**src/rtl/sw_debounce.sv**
```systemverilog
// sw_debounce: conditions WIDTH raw slide-switch inputs into clean levels.
// Each bit is synchronized through two flops and then debounced by its own
// counter; a new level is accepted once the synchronized input has differed
// from the current stable level for DEBOUNCE_CYCLES consecutive edges.
// Accepted changes produce one-cycle rise/fall pulses and a valid/ready
// event carrying a snapshot of the stable levels.
//
// Ports:
//   CLK100MHZ    in   clock, all state on rising edge
//   RESET        in   synchronous, active-high reset
//   SW           in   raw asynchronous switch levels [WIDTH]
//   SW_STABLE    out  debounced switch levels [WIDTH]
//   SW_RISE      out  one-cycle pulse per accepted 0->1 [WIDTH]
//   SW_FALL      out  one-cycle pulse per accepted 1->0 [WIDTH]
//   EVT_VALID    out  change event pending
//   EVT_DATA     out  SW_STABLE snapshot for the pending event [WIDTH]
//   EVT_READY    in   consumer takes the event when high with EVT_VALID
//   EVT_OVERRUN  out  sticky: a pending event was overwritten before accept
module sw_debounce #(
  parameter int WIDTH           = 16,
  parameter int DEBOUNCE_CYCLES = 1000000
) (
  input  logic             CLK100MHZ,
  input  logic             RESET,
  input  logic [WIDTH-1:0] SW,
  output logic [WIDTH-1:0] SW_STABLE,
  output logic [WIDTH-1:0] SW_RISE,
  output logic [WIDTH-1:0] SW_FALL,
  output logic             EVT_VALID,
  output logic [WIDTH-1:0] EVT_DATA,
  input  logic             EVT_READY,
  output logic             EVT_OVERRUN
);

  localparam int CNT_W = $clog2(DEBOUNCE_CYCLES + 1);
  localparam logic [CNT_W-1:0] CNT_LAST = CNT_W'(DEBOUNCE_CYCLES - 1);

  logic [WIDTH-1:0] sync1_q, sync1_d;
  logic [WIDTH-1:0] sync2_q, sync2_d;
  logic [WIDTH-1:0] stable_q, stable_d;
  logic [WIDTH-1:0] rise_q, rise_d;
  logic [WIDTH-1:0] fall_q, fall_d;
  logic [CNT_W-1:0] cnt_q [WIDTH];
  logic [CNT_W-1:0] cnt_d [WIDTH];
  logic             evt_valid_q, evt_valid_d;
  logic [WIDTH-1:0] evt_data_q, evt_data_d;
  logic             evt_overrun_q, evt_overrun_d;
  logic             change;

  always_comb begin
    sync1_d  = SW;
    sync2_d  = sync1_q;
    stable_d = stable_q;
    rise_d   = '0;
    fall_d   = '0;
    for (int unsigned i = 0; i < WIDTH; i++) begin
      // Counter runs only while the synchronized level disagrees with the
      // stable level; reaching CNT_LAST accepts instead of incrementing,
      // so the counter never exceeds CNT_LAST.
      cnt_d[i] = '0;
      if (sync2_q[i] != stable_q[i]) begin
        if (cnt_q[i] == CNT_LAST) begin
          stable_d[i] = sync2_q[i];
          rise_d[i]   = sync2_q[i];
          fall_d[i]   = ~sync2_q[i];
        end else begin
          cnt_d[i] = cnt_q[i] + 1'b1;
        end
      end
    end
  end

  always_comb begin
    change        = (stable_d != stable_q);
    evt_valid_d   = evt_valid_q;
    evt_data_d    = evt_data_q;
    evt_overrun_d = evt_overrun_q;
    if (change) begin
      // A new change always wins; it counts as an overrun only when the
      // pending event is not being taken on this same edge.
      evt_valid_d = 1'b1;
      evt_data_d  = stable_d;
      if (evt_valid_q && !EVT_READY) begin
        evt_overrun_d = 1'b1;
      end
    end else if (evt_valid_q && EVT_READY) begin
      evt_valid_d = 1'b0;
    end
  end

  always_ff @(posedge CLK100MHZ) begin
    if (RESET) begin
      sync1_q       <= '0;
      sync2_q       <= '0;
      stable_q      <= '0;
      rise_q        <= '0;
      fall_q        <= '0;
      cnt_q         <= '{default: '0};
      evt_valid_q   <= 1'b0;
      evt_data_q    <= '0;
      evt_overrun_q <= 1'b0;
    end else begin
      sync1_q       <= sync1_d;
      sync2_q       <= sync2_d;
      stable_q      <= stable_d;
      rise_q        <= rise_d;
      fall_q        <= fall_d;
      cnt_q         <= cnt_d;
      evt_valid_q   <= evt_valid_d;
      evt_data_q    <= evt_data_d;
      evt_overrun_q <= evt_overrun_d;
    end
  end

  assign SW_STABLE   = stable_q;
  assign SW_RISE     = rise_q;
  assign SW_FALL     = fall_q;
  assign EVT_VALID   = evt_valid_q;
  assign EVT_DATA    = evt_data_q;
  assign EVT_OVERRUN = evt_overrun_q;

endmodule

```
**config.mk**
```make
export PLATFORM = sky130hd
export DESIGN_NAME = sw_debounce
export DESIGN_NICKNAME = d
export VERILOG_FILES = /design/src/rtl/sw_debounce.sv
export SDC_FILE = /design/constraint.sdc
export NUM_CORES = 1
export LEC_CHECK = 0
export ABC_CLOCK_PERIOD_IN_PS = 4600
export BUFFER_PORTS_ARGS = -buffer_cell sky130_fd_sc_hd__buf_2
export CAP_MARGIN = 20
export CORE_UTILIZATION = 35
export CTS_CLUSTER_SIZE = 12
export DETAILED_ROUTE_END_ITERATION = 8
export PLACE_DENSITY = 0.46
export SYNTH_ARGS = -nofsm -noshare
export SYNTH_HDL_FRONTEND = slang
export SYNTH_SLANG_ARGS = --single-unit
```
**constraint.sdc**
```tcl
create_clock -name CLK100MHZ -period 4.6 [get_ports CLK100MHZ]
set_clock_uncertainty 0.05 [all_clocks]
set_input_delay 0.23 -clock CLK100MHZ [delete_from_list [all_inputs] [get_ports CLK100MHZ]]
set_output_delay 0.23 -clock CLK100MHZ [all_outputs]
set_load 0.05 [all_outputs]
```
==> summary.txt, run 1 <==
width of the die: 225 µm
Clock Path Buffers: 3
share of the yosys chip area belonging to registers: 0.482
fin nets: 2,049
Synth-to-Final Area Change: 16.2%
Cell Pwr Density: 373 nW/µm²
largest cells by area after synthesis: dfxtp_1 (48%), nor2_1 (8.1%), xor2_1 (7.8%), xnor2_1 (6.6%), nand3_1 (3.4%)
row cnt: 81
CORE AREA: 49,000 µm²
final wirelength: 36,600 µm
die height: 225 µm
Synth Flop Type: dfxtp_1
YS warnings: 0
CP Class: flop to flop
final core utilization: 0.412
IO Port Bufs: 84
Congestion Overflow GR: 0
Worst slew margin: 0.385
Yosys reg bits: 418
Critical Path Source: cnt_q[168]
First-pass DRT Iterations: 5
status: finished clean
IO Count: 85
Pleak: 0.00689 µW
Routed Antenna Nets: 0
Hold Fails Final Rpt: 0
Tmin final: 3120 ps
Final setup viols: 0
netlist area before placement: 17,300 µm²
Final Slew Violations: 0
DPL Wire Length: 24,900 µm
number of fillers in the final layout: 4,912
gr usage total: 0.148
Max-Cap Viols: 0
first-pass GRT wire length: 62,100 µm
starting density of the core: 0.354
Hold WC Path Type: input pin to flop
crit path max fanout: 13
syn nets: 1,944
R2R Path Start: cnt_q[168]
crit-path max cell delay: 690 ps
# DRC: 0
Synth top area share: 0.482
DR vias: 12,937
CP cell instances: or4b_2 -> nor4_2 -> a32o_1 -> nor4_1 -> nand2_1 -> mux2_2
Root Driver: clkbuf_16
Worst setup EP type: flop
final setup TNS: 0 ps
Max VDD drop: 0.267 mV
WL per Instance: 13.5 µm
hold_sp: RESET
clk sinks: 418
CTS buffer count: 49
Worst EP arrival: 3510 ps
clk_lat worst skew: 570 ps
WP data required: 5000 ps
Post-synth EDFFs: 0
vias in the first global route: 12,524
Max Clk Rate: 321 MHz
Reg clk slew, reported paths: 60 ps
vias per cell: 4.77
RSZ-0062 raised after global routing: no
CTS tree: done
Critical-path top delay cell: or4b_2
PostCTS Resize Cnt: 0
antenna violations before repair: 0
largest net degree at the start of global routing: 54
number of DRC markers in iteration 0: 580
commonest cells after routing, fill and taps aside: dfxtp_1 (418), nor2_1 (373), xor2_1 (155)
Tcrit/Tclk final: 0.677
Worst-Margin Slew: 914 ps
share of cells above drive strength 1: 0.0936
async set-or-reset flop fraction in the synthesized netlist: 0
post-synthesis cell type count: 45
RD Place Congestion: 0.780
post-synthesis instance total: 1,909
Critical Path Source Type: flop
area leader, netlist: dfxtp_1
synthesized area per cell: 9.09 µm²
Die Footprint: 50,500 µm²
CTS H-Tree Depth: 2
commonest non-fill, non-tap cell in the layout: dfxtp_1
hold slack: 141 ps
r2r setup slk: 1480 ps
ANT cells: 0
==> metrics by stage <==
stage | total power, µW | instances | area, µm² | worst slack, ps
after floorplan | 3780 | 1909 | 17300 | 2170
after global placement | 3810 | 2610 | 18400 | 1470
after detailed placement | 3810 | 2610 | 18400 | 1430
after CTS | 7680 | 2715 | 20200 | 1400
after global routing | 7830 | 2715 | 20200 | 1320
final | 7530 | 2715 | 20200 | 1480
==> state kept, by name (all words and copies together) (netlist names) <==
register / count
EVT_VALID: 1
cnt_q: 320
SW_FALL: 16
SW_STABLE: 16
sync2_q: 16
EVT_OVERRUN: 1
SW_RISE: 16
sync1_q: 16
EVT_DATA: 16
==> repair_timing <==
action                    CTS  global route
setup buffers               0             0
hold endpoints to repair   18             0
hold buffers               17             0
==> synth_stat cells (4+ instances only) <==
cell	number
nand4b_1	8
nand4_1	62
o21ai_0	22
a21oi_1	26
xor2_1	155
buf_2	4
xnor2_1	130
dfxtp_1	418
and2_1	16
or4_1	9
and3_1	69
nor4bb_1	16
nand2_1	124
nor4b_1	36
nor4_1	27
nor2_1	373
and4_1	17
clkbuf_1	41
nand2b_1	4
and4b_1	7
inv_1	30
nand3_1	119
or3_1	27
nor3_1	28
mux2_2	13
or4b_2	8
nand3b_1	6
mux2i_1	10
and3b_1	4
ha_1	16
nor2b_1	54
o32ai_1	4
==> routing by layer <==
layer | part of all wire | wire length (µm) | GRT usage
met1 | 0.51 | 18500 | 0.203
met5 | 0 | 0 | 0
met2 | 0.43 | 15800 | 0.232
met3 | 0.037 | 1350 | 0.0283
met4 | 0.025 | 899 | 0.0535
==> path summary, 6_finish.rpt <==
path / to / depth (start not counted)
setup / recovery: EVT_DATA[2] / 6
hold / removal: sync2_q[9] / 2
setup reg to reg: EVT_DATA[2] / 6
hold reg to reg: sync2_q[9] / 1
==> where the power goes <==
| part | switching (µW) | internal (µW) | leakage [µW] |
|---|---|---|---|
| clock | 1510 | 2280 | 0.000783 |
| combinational | 51.2 | 32.3 | 0.00273 |
| sequential | 12.4 | 3640 | 0.00337 |
==> cell families after synthesis <==
family / Yosys count / synth area share
xor gates and xnor gates: 285 / 0.144
DFF: 418 / 0.482
and+or+nand+nor: 1026 / 0.307
AOI/OAI and AO/OA: 58 / 0.0194
muxes: 26 / 0.0168
buffers and inverters: 80 / 0.0185
adders and majority gates: 16 / 0.0115
==> layout make-up <==
cell class                 instances  area, µm²  share of cell area
clock buffer                      71       1410              0.0699
clock inverter                    17        163             0.00807
inverter                          30        113             0.00559
multi-input combinational       1411       8660               0.430
sequential                       418       8370               0.415
tap                              664        831              0.0412
timing repair buffer             104        616              0.0305
==> worst max-delay path, delay by kind of cell (launching register included) <==
| family | cells | cell delay [ps] |
|---|---|---|
| multiplexers | 1 | 410 |
| flip-flops | 1 | 350 |
| AND/OR/NAND/NOR | 4 | 1930 |
| AO/OA/AOI/OAI | 1 | 240 |
Note: power is estimated with default switching activity, not from simulation.
==> inputs of run 2 (changes only) <==
ABC_CLOCK_PERIOD_IN_PS = 2760   (was 4600)
PLACE_DENSITY = 0.48   (was 0.46)
clock period = 2.76 ns   (was 4.6 ns; I/O delays follow)
==> run 2 against run 1 <==
Against the previous run:
- sequential power up 67%
- register-to-register slack got worse by 1300 ps
- non-clock buffer count up 48
- sequential share of layout area shrank 0.95 points
- fmax grew 20%
- global-route usage up 0.22 points
- critical endpoint is now EVT_DATA[9]
- die area unchanged
- combinational power is 83% higher
- final cell count is 1.6% higher
==> summary.txt, run 2 (same netlist as run 1, synthesis figures left out) <==
status: finished clean
fin nets: 2,096 (+2.3%)
largest net degree at the start of global routing: 47 (-13%)
CP Class: flop to flop
number of DRC markers in iteration 0: 541 (-6.7%)
RD Place Congestion: 0.776 (-0.50%)
RSZ-0062 raised after global routing: no
Final setup viols: 0 (unchanged)
Post-Place Cells: 2,658 (+1.8%)
die height: 225 µm (unchanged)
Final Non-Filler Cells: 2,759 (+1.6%)
Reg clk slew, reported paths: 60 ps (about the same)
Synth-to-Final Area Change: 18.9%
Worst EP arrival: 3000 ps (-510 ps)
antenna violations before repair: 0 (unchanged)
Pleak: 0.00717 µW (+4.0%)
Hold Fails Final Rpt: 0 (unchanged)
share of cells above drive strength 1: 0.117 (+0.0233)
Tcrit/Tclk final: 0.940 (+0.263)
DPL Wire Length: 26,200 µm (+5.3%)
DR vias: 13,163 (+1.7%)
number of fillers in the final layout: 4,864 (-0.98%)
Final WS setup: 166 ps (-1320 ps)
Critical Path Source Type: flop
Worst slew margin: 0.520 (+0.135)
vias in the first global route: 12,498 (-0.21%)
Congestion Overflow GR: 0 (unchanged)
gr usage total: 0.151 (+0.00216)
Hold WC Path Type: input pin to flop
commonest cells after routing, fill and taps aside: dfxtp_1 (418), nor2_1 (373), xor2_1 (155)
commonest non-fill, non-tap cell in the layout: dfxtp_1
CTS tree: done
final wirelength: 37,600 µm (+2.5%)
crit path max fanout: 9 (-4)
row cnt: 81 (unchanged)
Clock Path Buffers: 3 (unchanged)
Max VDD drop: 0.477 mV (+79%)
Placed Area: 18,800 µm² (+2.1%)
CTS H-Tree Depth: 2 (unchanged)
IO Count: 85 (unchanged)
post-place setup slack: -55.6 ps (-1490 ps)
Die Footprint: 50,500 µm² (unchanged)
# DRC: 0 (unchanged)
starting density of the core: 0.354 (unchanged)
clk_lat worst skew: 580 ps (about the same)
CORE AREA: 49,000 µm² (unchanged)
clk sinks: 418 (unchanged)
CTS buffer count: 48 (-2.0%)
first-pass GRT wire length: 62,800 µm (+1.1%)
final setup TNS: 0 ps (unchanged)
Final Cell Area: 20,600 µm² (+2.3%)
vias per cell: 4.77 (+0.12%)
IO Port Bufs: 84 (unchanged)
Max Clk Rate: 385 MHz (+20%)
max FFs per register: 320 (unchanged)
Tmin final: 2590 ps (-521 ps)
Worst-Margin Slew: 714 ps (-200 ps)
ANT cells: 0 (unchanged)
Top reg by flops: cnt_q
Routed Antenna Nets: 0 (unchanged)
Worst setup EP type: flop
Root Driver: clkbuf_16
Cell Pwr Density: 617 nW/µm² (+65%)
First-pass DRT Iterations: 4 (-1)
width of the die: 225 µm (unchanged)
WP data required: 3170 ps (-1830 ps)
Max-Cap Viols: 0 (unchanged)
Final Slew Violations: 0 (unchanged)
WL per Instance: 13.6 µm (+0.90%)
run 2: cell count changes in the layout (fill, tap and decap cells not counted), moves of 2 or more:
cell	previous run	this run
inv_6	0	2
clkbuf_1	12	7
buf_12	0	2
nor4_2	1	3
clkinv_2	13	7
clkbuf_8	10	14
nor4_1	27	25
buf_4	4	50
run 2: path summary, 6_finish.rpt:
path	startpoint	endpoint	slack, ps	cells past startpoint
max	cnt_q[92]	EVT_DATA[9]	170	7
min	RESET	sync2_q[10]	20	2
max reg2reg	cnt_q[92]	EVT_DATA[9]	170	7
min reg2reg	sync1_q[0]	sync2_q[0]	380	1
run 2: critical path, stage by stage (launching register included):
cell and delay, ps:
dfxtp_1 330, or4_1 510, or4_4 470, o32ai_4 380, nor4_2 120, nand2_2 130
buf_12 160, mux2_2 330
run 2: area by class of cell:
type	count	area [µm²]	share of cell area
multi-input combinational	1411	8690	0.421
timing repair buffer	152	1000	0.0485
clock inverter	14	180	0.00873
sequential	418	8370	0.406
inverter	30	113	0.00546
clock buffer	70	1450	0.0701
tap	664	831	0.0403
run 2: where the power goes:
group	internal, µW	leakage [µW]	switching [µW]
Clock	3980	0.000806	2500
Sequential	6060	0.00337	21.6
Combinational	63.3	0.00299	89.6
run 2: per-layer routing:
layer,vias up,track usage,share of wire
met5,-,0,0
met4,0,0.0432,0.022
met3,62,0.0325,0.040
met2,170,0.232,0.43
met1,6103,0.210,0.51
li1,6828,-,-
run 2: what timing repair did:
action | 4_1_cts | 5_1_grt
hold endpoints to repair | 18 | 0
gates resized for setup | 2 | 3
buffers inserted | 0 | 0
pin swaps | 0 | 2
endpoints found under the setup margin | 13 | 13
hold buffers | 17 | 0
run 2: per-stage QoR:
step                power (µW)  hold slack, ps  utilization
floorplan                 6300             216            -
global placement          6350             298        0.384
detailed placement        6350             304        0.384
CTS                      12900            20.5        0.421
global route             13200            35.1        0.421
finish                   12700            24.9        0.421
==> inputs of run 3 (changes only) <==
MAX_ROUTING_LAYER = met4   (was not set)
==> run 3 against run 2 <==
Against the previous run:
- non-clock buffer count unchanged
- final cell count unchanged
- critical path depth unchanged
- flip-flop and latch count unchanged
- hold slack improved by 0.83 ps
- highest routed layer unchanged
- via count about the same
- largest power group unchanged
- die area unchanged
- sequential share of layout area unchanged
==> summary.txt, run 3 (same netlist as run 1, synthesis figures left out) <==
Reg power frac: 0.478 (about the same)
number of fillers in the final layout: 4,864 (unchanged)
die height: 225 µm (unchanged)
row cnt: 81 (unchanged)
highest routed layer: met4
r2r setup slk: 160 ps (about the same)
met3 routed wirelength: 1430 µm (-3.9%)
combinational share of power: 0.012 (about the same)
Clock Path Buffers: 3 (unchanged)
crit path max fanout: 5 (-4)
WL per Instance: 13.6 µm (+0.12%)
Tcrit/Tclk final: 0.941 (about the same)
Final Cell Area: 20,600 µm² (unchanged)
Root Driver: clkbuf_16
setup bufs post-CTS: 0 (unchanged)
clk_lat worst skew: 590 ps (about the same)
R2R Path Start: cnt_q[100]
sw frac: 0.206 (+0.000571)
Tmin final: 2600 ps (+2.19 ps)
commonest non-fill, non-tap cell in the layout: dfxtp_1
antenna violations before repair: 0 (unchanged)
Critical Path Source Type: flop
Pleak: 0.00717 µW (unchanged)
Max Clk Rate: 385 MHz (about the same)
Max VDD drop: 0.477 mV (about the same)
Max-Cap Viols: 0 (unchanged)
Routed Antenna Nets: 0 (unchanged)
Final setup viols: 0 (unchanged)
Worst-Margin Slew: 714 ps (+0.000358 ps)
status: finished clean
width of the die: 225 µm (unchanged)
Worst EP arrival: 3000 ps (about the same)
ANT cells: 0 (unchanged)
final core utilization: 0.421 (unchanged)
Reg clk slew, reported paths: 60 ps (about the same)
Placed Area: 18,800 µm² (unchanged)
Die Footprint: 50,500 µm² (unchanged)
M1 WL: 19,100 µm (+0.66%)
final wirelength: 37,600 µm (+0.12%)
Top reg by flops: cnt_q
total net switching power: 2620 µW (+0.35%)
CP Class: flop to flop
First-pass DRT Iterations: 5 (+1)
largest net degree at the start of global routing: 47 (unchanged)
gr usage total: 0.155 (+0.00456)
final setup TNS: 0 ps (unchanged)
vias in the first global route: 12,494 (-0.032%)
Hold WC Path Type: input pin to flop
CORE AREA: 49,000 µm² (unchanged)
DR vias: 13,165 (+0.015%)
CTS tree: done
Final Slew Violations: 0 (unchanged)
clk sinks: 418 (unchanged)
Worst slew margin: 0.520 (unchanged)
vias per cell: 4.77 (about the same)
Congestion Overflow GR: 0 (unchanged)
RSZ-0062 raised after global routing: no
Worst Hold End: sync2_q[10]
Hold Fails Final Rpt: 0 (unchanged)
CTS H-Tree Depth: 2 (unchanged)
# DRC: 0 (unchanged)
Worst setup EP type: flop
WP data required: 3170 ps (about the same)
IO Port Bufs: 84 (unchanged)
CTS buffer count: 48 (unchanged)
reg2reg end: EVT_DATA[14]
clock power share: 0.510 (about the same)
max FFs per register: 320 (unchanged)
Synth-to-Final Area Change: 18.9% (unchanged)
P_int: 10,100 µW (about the same)
Hold Path Depth: 2 (unchanged)
IO Count: 85 (unchanged)
share of cells above drive strength 1: 0.117 (unchanged)
RD Place Congestion: 0.789 (+1.6%)
detailed route wirelength on metal2: 16,300 µm (-0.14%)
first-pass GRT wire length: 62,800 µm (about the same)
hold_sp: RESET
starting density of the core: 0.354 (unchanged)
Cell Pwr Density: 617 nW/µm² (about the same)
DPL Wire Length: 26,200 µm (unchanged)
number of DRC markers in iteration 0: 548 (+1.3%)
commonest cells after routing, fill and taps aside: dfxtp_1 (418), nor2_1 (373), xor2_1 (155)
Worst R2R Path Depth: 7 (unchanged)
fin nets: 2,096 (unchanged)
## run 3: cell counts in the layout (fill, tap and decap cells not counted)
Identical to the previous run, type by type.
## run 3: repair_timing
| item | 4_1_cts | 5_1_grt |
|---|---|---|
| hold endpoints to repair | 18 | 0 |
| hold buffers | 17 | 0 |
| setup endpoints to repair | 13 | 13 |
| gates resized for setup | 2 | 3 |
| pin swaps | 0 | 2 |
## run 3: area by class of cell
type / count / area [µm²] / area share
Sequential cell: 418 / 8370 / 0.406
Tap cell: 664 / 831 / 0.0403
Clock inverter: 14 / 180 / 0.00873
Inverter: 30 / 113 / 0.00546
Timing Repair Buffer: 152 / 1000 / 0.0485
Clock buffer: 70 / 1450 / 0.0701
Multi-Input combinational cell: 1411 / 8690 / 0.421
## run 3: power by group through the flow
| stage | clock [µW] | sequential (µW) | combinational (µW) |
|---|---|---|---|
| 4_1_cts | 6690 | 6080 | 157 |
| 5_1_grt | 6990 | 6080 | 171 |
| 2_1_floorplan | 0 | 6210 | 85.0 |
| 3_3_place_gp | 0 | 6220 | 137 |
| 3_5_place_dp | 0 | 6220 | 138 |
| 6_report | 6490 | 6090 | 153 |
## run 3: metal layers
| metal | global-route usage | vias up |
|---|---|---|
| li1 | - | 6824 |
| met1 | 0.211 | 6112 |
| met2 | 0.232 | 164 |
| met3 | 0.0317 | 65 |
| met4 | 0.0432 | 0 |
| met5 | - | - |
## run 3: stage by stage
step,total power [µW],hold slack [ps],setup WS [ps],instances
after floorplan,6300,216,331,1909
after global routing,13200,35.1,33.0,2759
after CTS,12900,20.5,7.52,2759
after detailed placement,6350,304,-55.6,2658
final,12700,25.7,164,2759
after global placement,6350,298,12.0,2658
## run 3: worst max-delay path by stage
stage | startpoint | to | cells after the start
5_1_grt | cnt_q[92] | EVT_DATA[9] | 7
3_3_place_gp | cnt_q[233] | EVT_DATA[12] | 7
4_1_cts | cnt_q[148] | EVT_DATA[10] | 7
3_5_place_dp | cnt_q[233] | EVT_DATA[3] | 7
2_1_floorplan | SW_STABLE[6] | EVT_DATA[10] | 7
6_report | cnt_q[100] | EVT_DATA[14] | 7
## run 3: critical path, stage by stage (launching register included)
cell and delay (ps):
dfxtp_1 330, ha_1 220, and3_1 220, and3_1 200, a32o_1 260, nor4_1 470, and2_1 390, mux2_4 330
